File: src/rtl/decryption_cfg_master.sv
// Register-access initiator for the decryption regfile: takes one command at a
// time, pulses a read/write strobe, waits for done (with timeout), returns a response.
//
// state | meaning
// IDLE  | ready for a command, no transaction in flight
// ISSUE | strobe high for this single cycle; done/error from regfile ignored
// WAIT  | strobe low, counting cycles until done or timeout
// RESP  | response presented and held until rsp_ready
module decryption_cfg_master #(
    parameter int addr_witdth    = 8,
    parameter int reg_width      = 16,
    parameter int timeout_cycles = 15
) (
    input  logic                   i_clk,
    input  logic                   i_rst_n,
    input  logic                   i_cmd_valid,
    output logic                   o_cmd_ready,
    input  logic                   i_cmd_write,
    input  logic [addr_witdth-1:0] i_cmd_addr,
    input  logic [reg_width-1:0]   i_cmd_wdata,
    output logic                   o_rsp_valid,
    input  logic                   i_rsp_ready,
    output logic [reg_width-1:0]   o_rsp_rdata,
    output logic                   o_rsp_error,
    output logic                   o_rsp_timeout,
    output logic                   o_busy,
    output logic [addr_witdth-1:0] o_reg_addr,
    output logic                   o_reg_read,
    output logic                   o_reg_write,
    output logic [reg_width-1:0]   o_reg_wdata,
    input  logic [reg_width-1:0]   i_reg_rdata,
    input  logic                   i_reg_done,
    input  logic                   i_reg_error
);

    localparam logic [1:0] S_IDLE  = 2'd0;
    localparam logic [1:0] S_ISSUE = 2'd1;
    localparam logic [1:0] S_WAIT  = 2'd2;
    localparam logic [1:0] S_RESP  = 2'd3;

    localparam logic [7:0] C_CNT_LAST = 8'(timeout_cycles - 1);

    logic [1:0]             r_state;
    logic [7:0]             r_cnt;
    logic                   r_is_write;
    logic [addr_witdth-1:0] r_reg_addr;
    logic [reg_width-1:0]   r_reg_wdata;
    logic                   r_reg_read;
    logic                   r_reg_write;
    logic                   r_rsp_valid;
    logic [reg_width-1:0]   r_rsp_rdata;
    logic                   r_rsp_error;
    logic                   r_rsp_timeout;

    always_ff @(posedge i_clk or negedge i_rst_n) begin
        if (!i_rst_n) begin
            r_state       <= S_IDLE;
            r_cnt         <= '0;
            r_is_write    <= 1'b0;
            r_reg_addr    <= '0;
            r_reg_wdata   <= '0;
            r_reg_read    <= 1'b0;
            r_reg_write   <= 1'b0;
            r_rsp_valid   <= 1'b0;
            r_rsp_rdata   <= '0;
            r_rsp_error   <= 1'b0;
            r_rsp_timeout <= 1'b0;
        end else begin
            case (r_state)
                S_IDLE: begin
                    if (i_cmd_valid) begin
                        r_reg_addr  <= i_cmd_addr;
                        r_reg_wdata <= i_cmd_write ? i_cmd_wdata : '0;
                        r_is_write  <= i_cmd_write;
                        r_reg_write <= i_cmd_write;
                        r_reg_read  <= ~i_cmd_write;
                        r_state     <= S_ISSUE;
                    end
                end
                S_ISSUE: begin
                    r_reg_read  <= 1'b0;
                    r_reg_write <= 1'b0;
                    r_cnt       <= '0;
                    r_state     <= S_WAIT;
                end
                S_WAIT: begin
                    // done on the limit edge still wins over the timeout
                    if (i_reg_done) begin
                        r_rsp_error   <= i_reg_error;
                        r_rsp_rdata   <= r_is_write ? '0 : i_reg_rdata;
                        r_rsp_timeout <= 1'b0;
                        r_rsp_valid   <= 1'b1;
                        r_state       <= S_RESP;
                    end else if (r_cnt == C_CNT_LAST) begin
                        r_rsp_error   <= 1'b1;
                        r_rsp_rdata   <= '0;
                        r_rsp_timeout <= 1'b1;
                        r_rsp_valid   <= 1'b1;
                        r_state       <= S_RESP;
                    end else begin
                        r_cnt <= r_cnt + 8'd1;
                    end
                end
                S_RESP: begin
                    if (i_rsp_ready) begin
                        r_rsp_valid <= 1'b0;
                        r_state     <= S_IDLE;
                    end
                end
                default: r_state <= S_IDLE;
            endcase
        end
    end

    // gated by rst_n so nothing is offered while reset is held
    assign o_cmd_ready   = (r_state == S_IDLE) && i_rst_n;
    assign o_busy        = (r_state != S_IDLE);
    assign o_rsp_valid   = r_rsp_valid;
    assign o_rsp_rdata   = r_rsp_rdata;
    assign o_rsp_error   = r_rsp_error;
    assign o_rsp_timeout = r_rsp_timeout;
    assign o_reg_addr    = r_reg_addr;
    assign o_reg_read    = r_reg_read;
    assign o_reg_write   = r_reg_write;
    assign o_reg_wdata   = r_reg_wdata;

endmodule
File: config.mk
export PLATFORM = sky130hd
export DESIGN_NAME = decryption_cfg_master
export DESIGN_NICKNAME = d
export VERILOG_FILES = /design/src/rtl/decryption_cfg_master.sv
export SDC_FILE = /design/constraint.sdc
export NUM_CORES = 1
export LEC_CHECK = 0
export CAP_MARGIN = 20
export CELL_PAD_IN_SITES_DETAIL_PLACEMENT = 1
export CELL_PAD_IN_SITES_GLOBAL_PLACEMENT = 2
export CORE_MARGIN = 1
export CORE_UTILIZATION = 27
export DETAILED_ROUTE_END_ITERATION = 8
export HOLD_SLACK_MARGIN = 0.1
export PLACE_DENSITY = 0.81
export SLEW_MARGIN = 20
export SYNTH_ARGS = -nofsm -noshare
export SYNTH_HDL_FRONTEND = slang
export SYNTH_SLANG_ARGS = --single-unit
File: constraint.sdc
create_clock -name i_clk -period 2.1 [get_ports i_clk]
set_input_delay 0.42 -clock i_clk [delete_from_list [all_inputs] [get_ports i_clk]]
set_output_delay 0.42 -clock i_clk [all_outputs]
set_load 0.005 [all_outputs]
==> impl_results.md <==
* Worst Setup EP: o_busy
* Most common flop cell mapped by yosys: dfrtp_1
* Min-Delay Path Class: in -> async
* Switching share of power at 0.310
* CTS buffer count at 5
* Multi-input gate area at 1010 um^2
* PnR worst setup slack at 0.185 ns
* CTS max path bufs at 2
* Register area share after synthesis at 0.559
* Path depth of the worst reg2reg path at 7
* Crit path from: r_state[1]$_DFFE_PN0P_
* Die height at 98.4 um
* Leak pwr at 0.00165 uW
* Psw at 1420 uW
* Die ar. at 9680 um^2
* Final Slew Violations at 0
* Max cap viols at 0
* Clock sink count at 56
* Commonest cells post-synth: 56 x dfrtp_1, 43 x nand2_1, 18 x a22o_1, 18 x o21ai_0, 10 x inv_1
* Seq cells post-synth at 56
* Post-synth EDFFs at 0
* RSZ-0062 raised after global routing: false
* Worst clock skew at 0.00694 ns
* Die W at 98.4 um
* Grt ovf at 0
* Avg Inst Size Synth at 11.2 um^2
* Via density at 4.69
* Area leader, netlist: dfrtp_1
* Routability Congestion at 0.800
* Critical Path Sink Type: primary output
* Setup TNS at 0 ns
* Post-synth ARST share at 1.00
* Routed len/inst at 15.3 um
* CTS H-Tree Depth at 2
* Post-Synthesis Cell Area at 2510 um^2
* Initial antenna violation count at 0
* Cell count after synthesis at 224
* Synth Warn # at 0
* IO Count at 94
* Violated checks: DRC
* Clock Latency Late Sink at 0.31 ns
* FILL cells at 975
* Synth area leaders: dfrtp_1 56%, nand2_1 6.4%, a22o_1 6.3%, o21ai_0 3.6%, mux2_2 3.6%
* CTS root buffer: clkbuf_8
* Status: complete, but fails checks
* WS Path Type: reg -> out
* Final hold vios at 0
* Count of cell types in the netlist at 38
* Final wirelength at 6.67 mm
* Slew HR at 0.510
* Final Setup Violations at 0
* TritonCTS clock tree: done
* Via Count at 2040
* Overall Power at 4580 uW
* Yosys top cell area share at 0.559
* Share of post-route cells with drive strength above 1 at 0.122
* Largest net degree at the start of global routing at 57
* Core Region at 8850 um^2
* Internal power at 3160 uW
* Worst-path maximum fanout at 6
* Design area at 3750 um^2
* Seq pwr share at 0.385
* Fmax at 0.522 GHz
* N_diodes at 0
* Reg2reg start: r_state[0]$_DFFE_PN0P_
* Most frequent cell after synthesis: dfrtp_1
* Reg2Reg Setup Slack at 0.19 ns
* Peak VDD IR at 425 uV
* Period utilization at 0.912
* Detail Route Antenna Nets at 0
* I/O Buffers at 93
* GRT Util Overall at 0.148
* Starting Density at 0.283
* DP Area at 3570 um^2
* Post-DP HPWL at 4.80 mm
* Measured slew at the worst slew-check pin at 0.735 ns
* Comb power frac at 0.455
* Vias in the first global route at 2220
* Power per cell area at 1220 nW/um^2
* Place WS at 0.140 ns
* # DRC at 5
* Initial DRC Count at 41
* Global-route wire length before repair at 11.4 mm
* Clk slew on worst S/H paths at 0.11 ns
* Row Count at 34
* Clock power share at 0.160
* Period minus WS final at 1.92 ns
* WP data required at 1.68 ns
* Type of origin of the critical path: flop
* Register area at 1400 um^2
* Worst Path Arrival at 1.50 ns
* Nets at 380
* R2R Path End: o_rsp_rdata[6]$_DFFE_PN0P_
* Syn nets at 278
* Area delta synth->final at 49.7%
* DR pass1 iterations at 8
worst min path at each step:
| stage | end | slack [ns] | depth (start not counted) |
|---|---|---|---|
| 3_5_place_dp | o_reg_wdata[9]$_DFFE_PN0P_ | 0.47 | 2 |
| 3_3_place_gp | o_reg_wdata[7]$_DFFE_PN0P_ | 0.46 | 2 |
| 4_1_cts | o_rsp_rdata[1]$_DFFE_PN0P_ | 0.34 | 2 |
| 6_report | r_cnt[2]$_DFFE_PN0P_ | 0.27 | 2 |
| 2_1_floorplan | o_reg_addr[0]$_DFFE_PN0P_ | 0.12 | 0 |
| 5_1_grt | o_rsp_rdata[1]$_DFFE_PN0P_ | 0.35 | 2 |
cells by family after synthesis:
family	count (synthesis)	share of synthesized area
buffers and inverters	22	0.0424
adder cells (fa/ha/maj)	7	0.0349
multiplexers	15	0.0639
AO/OA/AOI/OAI	52	0.150
AND/OR/NAND/NOR	72	0.150
flip-flops	56	0.559
per-stage QoR:
stage / cells / hold slack [ns] / utilization
global placement: 421 / 0.462 / 0.404
detailed placement: 421 / 0.475 / 0.404
floorplan: 224 / 0.124 / -
global route: 435 / 0.350 / 0.424
CTS: 430 / 0.338 / 0.419
finish: 435 / 0.272 / 0.424
placed cells by master, fill, tap and decap left out, types with 2 or more instances in the layout:
cell type        instances
clkbuf_8                 5
dfrtp_1                 55
nand3_1                  2
nand2_1                 43
nor2_1                   2
mux2_2                   8
clkinv_4                 2
inv_1                    8
and3_1                   2
ha_1                     6
mux2i_1                  7
o22ai_1                  2
buf_4                   13
a22o_1                  18
o21ai_0                 18
nor4_1                   3
nand4b_1                 2
nor2b_1                  4
nand2b_1                 4
a211oi_1                 3
o211ai_1                 4
and4b_1                  2
clkdlybuf4s50_1         91
flip-flops by register name, indices dropped and copies added (netlist names):
register       count
o_reg_addr         8
r_cnt              8
o_reg_write        1
o_reg_wdata       16
o_rsp_valid        1
r_is_write         1
o_rsp_rdata       16
r_state            2
o_rsp_error        1
o_reg_read         1
o_rsp_timeout      1
area by class of cell:
| class | instances | area share |
|---|---|---|
| flip-flops and latches | 56 | 0.374 |
| repair buffers | 107 | 0.279 |
| multi-input cells | 146 | 0.270 |
| well taps | 108 | 0.0360 |
| clock buffers | 5 | 0.0183 |
| clock inverters | 3 | 0.0127 |
| inverters | 10 | 0.0107 |
critical path: stages, from the launching register on:
cell             delay (ns)
dfrtp_2                0.41
inv_4                  0.06
ha_4                   0.17
inv_1                  0.05
clkdlybuf4s50_1        0.49
power by group through the flow:
| stage | Combinational (uW) | Sequential [uW] | Clock [uW] |
|---|---|---|---|
| after floorplan | 812 | 1780 | 0 |
| final | 2080 | 1760 | 732 |
| after CTS | 2040 | 1770 | 762 |
| after global routing | 2300 | 1830 | 804 |
| after detailed placement | 1980 | 1790 | 0 |
| after global placement | 1940 | 1770 | 0 |
routing by layer:
layer / global-route usage / up-vias / wire (um) / part of all wire
met5: 0 / - / 0 / 0
met4: 0.0413 / 0 / 76 / 0.011
met3: 0.0286 / 5 / 284 / 0.043
met2: 0.257 / 48 / 3330 / 0.50
met1: 0.188 / 992 / 2980 / 0.45
li1: - / 995 / - / -
repair_timing:
item                                   4_1_cts  5_1_grt
gates resized for setup                      4        3
setup endpoints to repair                    2        1
gates cloned                                 0        0
pin swaps                                    0        1
endpoints found under the hold margin        0        0
hold buffers                                 0        0
setup buffers                                1        5
Note: power is estimated with default switching activity, not from simulation.
